## config.mk

```make
export PLATFORM = sky130hd
export DESIGN_NAME = pipe_hazard_ctrl
export DESIGN_NICKNAME = d
export VERILOG_FILES = /design/src/rtl/pipe_hazard_ctrl.sv
export SDC_FILE = /design/constraint.sdc
export NUM_CORES = 1
export LEC_CHECK = 0
export CELL_PAD_IN_SITES_DETAIL_PLACEMENT = 1
export CELL_PAD_IN_SITES_GLOBAL_PLACEMENT = 1
export CORE_ASPECT_RATIO = 1.1
export CORE_MARGIN = 10
export CORE_UTILIZATION = 32
export DETAILED_ROUTE_END_ITERATION = 8
export MAX_ROUTING_LAYER = met4
export PLACE_DENSITY = 0.84
export SYNTH_ARGS = -nofsm -noshare
export SYNTH_HDL_FRONTEND = slang
export SYNTH_SLANG_ARGS = --single-unit
```

## constraint.sdc

```tcl
create_clock -name clock -period 2.25 [get_ports clock]
set_input_delay 0.225 -clock clock [delete_from_list [all_inputs] [get_ports clock]]
set_output_delay 0.225 -clock clock [all_outputs]
set_load 0.005 [all_outputs]
```

## src/rtl/pipe_hazard_ctrl.sv

```systemverilog
// Hazard and stall controller for the IF/ID/RR/EX/MEM/WB pipeline.
// Tracks the instructions in RR and EX in a small shadow pipeline and produces
// the PC/IF-ID hold, the ID->RR bubble kill, the ID_RR stall and the IF/ID flush.
// Covers load-use stalls, jump squash and multi-cycle memory freeze.
module pipe_hazard_ctrl #(
    parameter int unsigned LOAD_USE_STALLS = 1,
    parameter int unsigned CNT_W           = 16
) (
    input  logic             clock,
    input  logic             reset,
    input  logic [25:0]      instr_id,
    input  logic             valid_id,
    input  logic             RegWriteD,
    input  logic             MemReadD,
    input  logic             MemWriteD,
    input  logic             RegDstD,
    input  logic             JumpD,
    input  logic             mem_busy,
    output logic             stall_pc,
    output logic             stall_ifid,
    output logic             kill_id,
    output logic             stall_idrr,
    output logic             flush_ifid,
    output logic [CNT_W-1:0] hazard_count
);

    typedef enum logic [1:0] {
        RUN      = 2'd0,
        LU_STALL = 2'd1,
        FREEZE   = 2'd2
    } state_t;

    state_t           state;
    state_t           savedState;
    state_t           effState;
    logic [1:0]       cnt;
    logic [CNT_W-1:0] hazardCnt;

    logic             rrV, rrLoad, exV, exLoad;
    logic [4:0]       rrDest, exDest;

    logic [4:0]       rs, rt, rd, destId;
    logic             rtUsed, writerId, hz;
    logic             stallPc, stallIfid, killId, stallIdrr, flushIfid, countInc;
    logic             unusedBits;

    assign rs       = instr_id[25:21];
    assign rt       = instr_id[20:16];
    assign rd       = instr_id[15:11];
    assign destId   = RegDstD ? rd : rt;
    assign writerId = valid_id & RegWriteD & (destId != 5'd0);
    assign rtUsed   = RegDstD | MemWriteD;
    assign hz       = rrV & rrLoad & valid_id &
                      ((rrDest == rs) | (rtUsed & (rrDest == rt)));

    // The EX entry and the immediate field are carried for completeness only.
    assign unusedBits = ^{exV, exLoad, exDest, instr_id[10:0]};

    // On the release cycle of a freeze the controller already behaves as the saved state.
    assign effState = (state == FREEZE && !mem_busy) ? savedState : state;

    // Combinational stall/kill/flush decisions from state, shadow RR entry and ID inputs.
    always_comb begin
        stallPc   = 1'b0;
        stallIfid = 1'b0;
        killId    = 1'b0;
        stallIdrr = 1'b0;
        flushIfid = 1'b0;
        countInc  = 1'b0;
        if (mem_busy) begin
            stallPc   = 1'b1;
            stallIfid = 1'b1;
            stallIdrr = 1'b1;
        end else begin
            case (effState)
                RUN: begin
                    if (hz) begin
                        stallPc   = 1'b1;
                        stallIfid = 1'b1;
                        killId    = 1'b1;
                        countInc  = 1'b1;
                    end else if (valid_id && JumpD) begin
                        flushIfid = 1'b1;
                    end
                end
                LU_STALL: begin
                    stallPc   = 1'b1;
                    stallIfid = 1'b1;
                    killId    = 1'b1;
                    countInc  = 1'b1;
                end
                default: ;
            endcase
        end
    end

    // State machine, stall down-counter, shadow pipeline and hazard counter.
    // Shadow advances only when ID_RR actually advances (no mem_busy), so it mirrors the real RR/EX contents.
    always_ff @(posedge clock) begin
        if (!reset) begin
            state      <= RUN;
            savedState <= RUN;
            cnt        <= '0;
            hazardCnt  <= '0;
            rrV        <= 1'b0;
            rrLoad     <= 1'b0;
            rrDest     <= '0;
            exV        <= 1'b0;
            exLoad     <= 1'b0;
            exDest     <= '0;
        end else if (mem_busy) begin
            if (state != FREEZE) begin
                savedState <= state;
                state      <= FREEZE;
            end
        end else begin
            exV    <= rrV;
            exLoad <= rrLoad;
            exDest <= rrDest;
            if (killId) begin
                rrV    <= 1'b0;
                rrLoad <= 1'b0;
                rrDest <= '0;
            end else begin
                rrV    <= writerId;
                rrLoad <= MemReadD;
                rrDest <= destId;
            end
            if (countInc && hazardCnt != '1)
                hazardCnt <= hazardCnt + CNT_W'(1);
            case (effState)
                LU_STALL: begin
                    cnt   <= cnt - 2'd1;
                    state <= (cnt <= 2'd1) ? RUN : LU_STALL;
                end
                default: begin
                    if (hz && LOAD_USE_STALLS > 1) begin
                        cnt   <= 2'(LOAD_USE_STALLS - 1);
                        state <= LU_STALL;
                    end else begin
                        state <= RUN;
                    end
                end
            endcase
        end
    end

    assign stall_pc     = reset & stallPc;
    assign stall_ifid   = reset & stallIfid;
    assign kill_id      = reset & killId;
    assign stall_idrr   = reset & stallIdrr;
    assign flush_ifid   = reset & flushIfid;
    assign hazard_count = reset ? hazardCnt : '0;

endmodule

```

==> results of run 1 <==
==> worst paths after layout <==
check	start	end	slack, ps
min reg2reg	rrV	rrV	460
max	rrDest[2]	hazardCnt[9]	60
max reg2reg	rrDest[2]	hazardCnt[9]	60
min	instr_id[20]	rrDest[4]	450
==> kinds of logic (layout without fill, tap and decap cells) <==
| family | after synthesis | after routing | share of synthesized area |
|---|---|---|---|
| AND/OR/NAND/NOR | 91 | 91 | 0.3042 |
| AO/OA/AOI/OAI | 30 | 30 | 0.1240 |
| flip-flops | 29 | 29 | 0.3619 |
| XOR/XNOR | 13 | 13 | 0.07098 |
| multiplexers | 13 | 13 | 0.08737 |
| buffers and inverters | 13 | 86 | 0.03588 |
| adder cells (fa/ha/maj) | 2 | 2 | 0.01560 |
==> flip-flops by register name, summed over array words and instances, names as in the netlist <==
signal	count
rrDest	5
rrLoad	1
savedState	2
state	2
rrV	1
cnt	2
hazardCnt	16
==> cell type report <==
type | instances | share of cell area
clock buffer | 6 | 0.03029
inverter | 5 | 0.007833
clock inverter | 2 | 0.004178
tap | 56 | 0.02924
sequential | 29 | 0.2433
timing repair buffer | 73 | 0.2679
multi-input combinational | 149 | 0.4172
==> through the flow <==
stage / utilization / cells / total power, uW / setup TNS, ps
global route: 0.5045 / 320 / 1153 / -30.14
finish: 0.5045 / 320 / 1098 / 0
CTS: 0.5008 / 320 / 1109 / 0
floorplan: - / 191 / 597.0 / 0
detailed placement: 0.4797 / 310 / 691.6 / -4661
global placement: 0.4797 / 310 / 686.0 / -2744
==> per-layer routing <==
| layer | part of all wire | vias to the layer above |
|---|---|---|
| met5 | 0 | - |
| li1 | - | 822 |
| met1 | 0.44 | 777 |
| met3 | 0.053 | 9 |
| met4 | 0.017 | 0 |
| met2 | 0.49 | 47 |
==> power breakdown <==
group / internal [uW] / total, uW / switching, uW / leakage (uW)
Clock: 214 / 415 / 202 / 0.0000450
Sequential: 523 / 530 / 7.54 / 0.000236
Combinational: 84.0 / 152 / 67.9 / 0.000692
==> critical path: cells and delay by family (launching register included) <==
family / cells / cell delay, ps
and+or+nand+nor: 2 / 560
xor gates and xnor gates: 1 / 150
DFF: 1 / 340
muxes: 1 / 300
AOI/OAI and AO/OA: 2 / 380
buffers and inverters: 2 / 330
==> cells in the final DEF (no fill, tap or decap), types with 2 or more instances in the layout <==
| cell type | count |
|---|---|
| nand4_1 | 7 |
| ha_1 | 2 |
| and4_1 | 4 |
| and3_1 | 4 |
| clkbuf_8 | 5 |
| o21ai_0 | 8 |
| nor2_2 | 2 |
| nor3_1 | 3 |
| nand2_1 | 15 |
| buf_2 | 2 |
| inv_1 | 5 |
| mux2_2 | 5 |
| o21a_1 | 2 |
| clkbuf_2 | 2 |
| xnor2_1 | 6 |
| dfxtp_2 | 2 |
| clkdlybuf4s50_1 | 37 |
| nor2_1 | 20 |
| xor2_1 | 6 |
| buf_6 | 2 |
| clkinv_2 | 2 |
| dlygate4sd2_1 | 3 |
| a21oi_1 | 9 |
| and2_1 | 15 |
| mux2i_1 | 5 |
| dfxtp_1 | 27 |
| mux2_4 | 3 |
| buf_4 | 27 |
| o31ai_1 | 4 |
| nand3_1 | 7 |
| or4_1 | 5 |
==> repair_timing <==
item | in CTS | in global routing
buffers inserted | 3 | 1
resized for setup | 18 | 11
setup endpoints to repair | 8 | 9
pin swaps | 6 | 5
==> flow_summary.json, run 1 <==
{
  "outcome": "finished, final reports clean",
  "multi_input_area_um2": 999.7,
  "ys_warn_count": 0,
  "route.antenna.remaining_nets": 0,
  "die_h_um": 94.26,
  "drt-total-wl_um": 5387,
  "cts.sinks": 29,
  "ctsHtreeMaxLevel": 2,
  "fin_crit_sh": 0.9732,
  "ctsHoldBuffers": 0,
  "gp_congestion": 0.8263,
  "cp.arrival_ps": 2360,
  "via_per_inst": 5.172,
  "core-area_um2": 4750,
  "first_global_vias": 1791,
  "slowest_delay_ps": 350,
  "synthArstFlopShare": 0,
  "syn_area_um2": 1604,
  "io_buffers": 44,
  "initial_utilization": 0.3377,
  "place_area_um2": 2278,
  "final_area_um2": 2396,
  "dr.pass1.iters": 4,
  "end_kind": "flip-flop",
  "dp_hpwl_um": 4062,
  "tightest_slew_ps": 301.3,
  "yosysSeqAreaShare": 0.3619,
  "crit_chain": "xor2_2 > nor4_2 > a41oi_2 > buf_4 > a211oi_2 > buf_4 > and4_1 > mux2_4",
  "wl_per_cell_um": 16.83,
  "worstPathRequired_ps": 2420,
  "clk_pin_slew_ps": 70,
  "grt_pass1_wl_um": 8776,
  "drc": 0,
  "hold_violations": 0,
  "synth-seq-cells": 29,
  "drv_slew": 0,
  "grt_setup_unrepaired": "true",
  "synthTopCellsByArea": "dfxtp_1 (36%), and2_1 (5.9%), mux2_2 (4.9%)",
  "vias": 1655,
  "hp-class": "input port to flip-flop",
  "crit_type": "flip-flop to flip-flop",
  "yosysMostFrequentCell": "dfxtp_1",
  "synth_common_cells": "dfxtp_1 (29), nor2_1 (21), nand2_1 (16), and2_1 (15), a21oi_1 (9)",
  "hold_depth": 3,
  "post-place-ws_ps": -434.3,
  "synth.avg_cell_area_um2": 8.398,
  "cpMaxStageDelayCell": "nor4_2",
  "netlist.area_leader.share": 0.3619,
  "num_rows": 26,
  "period_minus_slack_ps": 2190,
  "skew_ps": 6.749,
  "overflow": 0,
  "synthDistinctLibCells": 39,
  "globalRouteMet2Util": 0.2215,
  "io_pins": 56,
  "grt.busiest_layer": "met2",
  "drt-initial-drc-count": 45,
  "syn_to_final_growth_pct": 49.38,
  "finalNetCount": 300,
  "cp-start-kind": "flip-flop",
  "antenna_found_initial": 0,
  "vdd_ir_drop_max_mv": 0.3528,
  "drive_gt1_frac": 0.2311,
  "clkLatencyLatePin_ps": 290,
  "die_w_um": 87.51,
  "dieArea_um2": 8248,
  "globalRouteTotalUtil": 0.1362,
  "slew_headroom": 0.7975,
  "tritoncts": "yes",
  "met3_usage": 0.03819,
  "fillers": 590,
  "r2r_cells": 8,
  "crit_fanout": 4,
  "seq_area_um2": 583.1,
  "grt_max_degree": 15,
  "diodes": 0,
  "fin_ws_ps": 60.22,
  "setup-violations-final": 0,
  "p_leak_uw": 0.0009723,
  "synth_nets": 228,
  "use_met1": 0.1530,
  "clockRootBuffer": "clkbuf_8",
  "maxCapViolations": 0,
  "synth_edf_count": 0,
  "clockBufferDepth": 2,
  "crit_top_cell": "buf_4",
  "holdWs_ps": 445.3,
  "yosysTopAreaCell": "dfxtp_1",
  "max_freq_mhz": 456.7,
  "synth_ff_type": "dfxtp_1",
  "syn_inst": 191,
  "p_per_area_nw_per_um2": 458.1,
  "cts_buffers": 5
}
(Power assumes the default switching activity.)
==> run 2: changes to the inputs <==
PLACE_DENSITY = unset   (was 0.84)
PLACE_DENSITY_LB_ADDON = 0.1   (was unset)
TNS_END_PERCENT = 30   (was unset)
==> run 2 against run 1 <==
Fmax is 1.1% lower. Highest routed layer unchanged. Global-route usage rose by 0.32 points. First-iteration DRC count is 4.4% higher. Power is 5.0% higher.
==> flow_summary.json, run 2 (synthesized netlist as in run 1, its figures left out) <==
{
  "dr.pass1.iters": 4,
  "min_from": "instr_id[20]",
  "skew_ps": 6.365,
  "regMostFlops": "hazardCnt",
  "grt_setup_unrepaired": "true",
  "gp_congestion": 0.8383,
  "slew_headroom": 0.8221,
  "min_to": "rrDest[4]",
  "drive_gt1_frac": 0.2008,
  "cts.sinks": 29,
  "dieArea_um2": 8248,
  "dp_hpwl_um": 4245,
  "wl_per_cell_um": 16.84,
  "worstPathRequired_ps": 2030,
  "crit_fanout": 4,
  "vias": 1632,
  "cts_buffers": 5,
  "globalRouteTotalUtil": 0.1394,
  "rr_startpoint": "rrDest[2]",
  "outcome": "finished, final reports clean",
  "clockRootBuffer": "clkbuf_8",
  "total_power_uw": 1152,
  "period_minus_slack_ps": 2214,
  "maxCapViolations": 0,
  "hold_violations": 0,
  "first_global_vias": 1853,
  "finalNetCount": 295,
  "largest_register_ffs": 16,
  "initial_utilization": 0.3377,
  "clockBufferDepth": 2,
  "drt-initial-drc-count": 47,
  "r2r_cells": 8,
  "tightest_slew_ps": 264.6,
  "cp-start-kind": "flip-flop",
  "p_per_area_nw_per_um2": 487.2,
  "ctsHoldBuffers": 0,
  "syn_to_final_growth_pct": 47.43,
  "antenna_found_initial": 0,
  "drt-total-wl_um": 5306,
  "reg_top3": "hazardCnt (16), rrDest (5)",
  "die_h_um": 94.26,
  "drv_slew": 0,
  "ctsHtreeMaxLevel": 2,
  "via_per_inst": 5.181,
  "num_rows": 26,
  "hp-class": "input port to flip-flop",
  "rrSetupSlack_ps": 50,
  "grt_pass1_wl_um": 9011,
  "setup-violations-final": 0,
  "tritoncts": "yes",
  "fin_crit_sh": 0.9840,
  "vdd_ir_drop_max_mv": 0.2730,
  "r2r-end": "hazardCnt[9]",
  "layout_commonest_cell": "clkdlybuf4s50_1",
  "core-area_um2": 4750,
  "drc": 0,
  "route.antenna.remaining_nets": 0,
  "clk_pin_slew_ps": 60,
  "io_buffers": 44,
  "place_area_um2": 2241,
  "hold_depth": 3,
  "io_pins": 56,
  "final_area_um2": 2365,
  "clkLatencyLatePin_ps": 280,
  "diodes": 0,
  "crit_type": "flip-flop to output pin",
  "cp.arrival_ps": 1990,
  "grt_max_degree": 17,
  "layout_common_cells": "clkdlybuf4s50_1 (37), dfxtp_1 (27), buf_4 (24)",
  "max_freq_mhz": 451.7,
  "p_leak_uw": 0.0009605,
  "overflow": 0,
  "end_kind": "output pin",
  "die_w_um": 87.51
}
run 2: metal layers:
| metal | vias to the layer above | share of wire | global-route usage |
|---|---|---|---|
| met2 | 43 | 0.52 | 0.2470 |
| met3 | 13 | 0.043 | 0.03385 |
| li1 | 810 | - | - |
| met5 | - | 0 | - |
| met1 | 766 | 0.42 | 0.1404 |
| met4 | 0 | 0.018 | 0.06250 |
run 2: where the power goes:
group / switching (uW) / internal, uW
clock network: 207 / 276
registers: 8.43 / 522
logic: 61.5 / 77.1
total: 277 / 875
run 2: worst max-delay path: stages, from the launching register on:
cell	delay, ps
dfxtp_4	360
xor2_2	180
nor4_2	310
a41oi_2	180
and2_4	180
o21a_1	190
nor2_2	90
clkdlybuf4s15_1	220
run 2: area by class of cell:
| cell class | count | area (um2) |
|---|---|---|
| timing repair buffer | 68 | 609.3 |
| inverter | 5 | 18.77 |
| clock buffer | 7 | 96.34 |
| fill | 573 | 2385 |
| tap | 56 | 70.07 |
| sequential | 29 | 585.6 |
| clock inverter | 1 | 5.005 |
| multi-input combinational | 149 | 979.7 |
run 2: worst max-delay path by stage:
| stage | cells past startpoint | slack [ps] | from | endpoint |
|---|---|---|---|---|
| final | 7 | 40 | rrDest[2] | stall_ifid |
| after global routing | 7 | -80 | rrDest[2] | stall_ifid |
| after CTS | 9 | 5 | rrDest[3] | hazardCnt[9] |
| after detailed placement | 8 | -350 | instr_id[20] | stall_pc |
| after global placement | 8 | -290 | instr_id[20] | stall_ifid |
| after floorplan | 8 | 270 | rrDest[4] | stall_pc |
run 2: through the flow:
| stage | setup WS (ps) | std cells | utilization | hold WS [ps] | setup TNS, ps |
|---|---|---|---|---|---|
| global route | -79.37 | 315 | 0.4979 | 489.0 | -123.3 |
| detailed placement | -346.8 | 305 | 0.4718 | 453.9 | -3178 |
| CTS | 5.124 | 314 | 0.4934 | 472.0 | 0 |
| global placement | -290.7 | 305 | 0.4718 | 442.5 | -2154 |
| finish | 35.91 | 315 | 0.4979 | 465.0 | 0 |
| floorplan | 272.0 | 191 | - | 381.7 | 0 |
run 2: what timing repair did:
item | CTS | global route
resized for setup | 7 | 11
setup buffers | 1 | 2
endpoints found under the setup margin | 4 | 6
pin swaps | 3 | 4
==> run 3: changes to the inputs <==
PLACE_DENSITY = 0.78   (was unset)
PLACE_DENSITY_LB_ADDON = unset   (was 0.1)
==> run 3 against run 2 <==
Via count down 0.25%. Utilization down 0.32 points. Combinational power up 4%. Sequential share of layout area about the same. Power down 5.2%. Sequential cell count unchanged. Clock skew down 3.1 ps. Hold slack worse by 120 ps. Die area unchanged. Fmax up 1.5%. Critical path type is now flip-flop to flip-flop.
==> flow_summary.json, run 3 (synthesized netlist as in run 1, its figures left out) <==
{
  "ctsHtreeMaxLevel": 2,
  "cp.arrival_ps": 2350,
  "clockBufferDepth": 2,
  "drv_slew": 0,
  "die_h_um": 94.26,
  "regMostFlops": "hazardCnt",
  "multi_input_area_um2": 991.0,
  "layout_commonest_cell": "clkdlybuf4s50_1",
  "seq_area_um2": 581.8,
  "finalNetCount": 295,
  "globalRouteTotalUtil": 0.1359,
  "crit_fanout": 5,
  "min_from": "instr_id[20]",
  "outcome": "finished, final reports clean",
  "clockRootBuffer": "clkbuf_8",
  "vias": 1628,
  "clk_pin_slew_ps": 60,
  "overflow": 0,
  "fin_ws_ps": 69.56,
  "crit_type": "flip-flop to flip-flop",
  "post-place-ws_ps": -370.5,
  "vdd_ir_drop_max_mv": 0.2643,
  "period_minus_slack_ps": 2180,
  "dr.pass1.iters": 4,
  "route.antenna.remaining_nets": 0,
  "worstPathRequired_ps": 2420,
  "initial_utilization": 0.3377,
  "reg_top3": "hazardCnt (16), rrDest (5)",
  "die_w_um": 87.51,
  "antenna_found_initial": 0,
  "core-area_um2": 4750,
  "fillers": 575,
  "skew_ps": 3.216,
  "clkLatencyLatePin_ps": 280,
  "instances_no_fill": 315,
  "end_kind": "flip-flop",
  "syn_to_final_growth_pct": 46.49,
  "crit_start": "rrDest[2]",
  "drt-initial-drc-count": 79,
  "diodes": 0,
  "io_buffers": 44,
  "max_freq_mhz": 458.6,
  "ctsHoldBuffers": 0,
  "grt_pass1_wl_um": 8700,
  "place_inst": 306,
  "drc": 0,
  "cts_buffers": 5,
  "maxCapViolations": 0,
  "place_area_um2": 2248,
  "layout_common_cells": "clkdlybuf4s50_1 (38), dfxtp_1 (28), buf_4 (24)",
  "tightest_slew_ps": 440.6,
  "hold_depth": 3,
  "final_area_um2": 2350,
  "r2r_cells": 8,
  "fin_crit_sh": 0.9691,
  "setup_tns_ps": 0,
  "setup-violations-final": 0,
  "wl_per_cell_um": 16.73,
  "tritoncts": "yes",
  "dieArea_um2": 8248,
  "drive_gt1_frac": 0.2085,
  "gp_congestion": 0.8867,
  "rr_startpoint": "rrDest[2]",
  "via_per_inst": 5.168,
  "hold_violations": 0,
  "drt-total-wl_um": 5270,
  "slew_headroom": 0.7050,
  "total_power_uw": 1093,
  "grt_setup_unrepaired": "true",
  "io_pins": 56,
  "p_per_area_nw_per_um2": 465.0,
  "largest_register_ffs": 16,
  "hp-class": "input port to flip-flop",
  "num_rows": 26,
  "dp_hpwl_um": 4227,
  "cts.sinks": 29,
  "cp-start-kind": "flip-flop",
  "first_global_vias": 1827,
  "grt_max_degree": 16,
  "p_leak_uw": 0.0009545
}
==> run 3: worst max-delay path: stages (launching register included) <==
cell      delay (ps)
dfxtp_2          340
xor2_2           180
nor4_2           290
a41oi_2          170
buf_4            170
a211oi_2         220
buf_4            170
and4_1           200
mux2_1           320
==> run 3: final cells by class <==
type                            count  area share
Clock buffer                        6     0.03088
Clock inverter                      2    0.004260
Inverter                            5    0.007987
Multi-Input combinational cell    149      0.4217
Sequential cell                    29      0.2476
Tap cell                           56     0.02982
Timing Repair Buffer               68      0.2577
==> run 3: what timing repair did <==
action	in CTS	in global routing
endpoints found under the setup margin	4	8
gates resized for setup	9	12
pin swaps	1	5
buffers inserted	0	1
==> run 3: routing by layer <==
layer  vias up  part of all wire  GRT usage
li1        809                 -          -
met1       768              0.43     0.1429
met2        41              0.50     0.2373
met3        10             0.049    0.02778
met4         0             0.020    0.06117
met5         -                 0          -
==> run 3: through the flow <==
| stage | utilization | hold WS [ps] |
|---|---|---|
| after global placement | 0.4734 | 434.4 |
| after global routing | 0.4947 | 356.7 |
| after CTS | 0.4939 | 469.5 |
| after floorplan | - | 381.7 |
| after detailed placement | 0.4734 | 454.2 |
| final | 0.4947 | 347.2 |
==> run 3: power by group <==
part / leakage, uW / internal, uW / switching [uW] / total [uW]
Sequential: 0.000235 / 522 / 7.99 / 530
Combinational: 0.000674 / 79.5 / 64.6 / 144
Clock: 0.0000450 / 214 / 204 / 418
==> run 3: path summary, 6_finish.rpt <==
check / end / slack [ps]
worst min register to register: rrV / 460
worst max register to register: hazardCnt[9] / 70
worst min-delay path: rrDest[4] / 350
worst max-delay path: hazardCnt[9] / 70
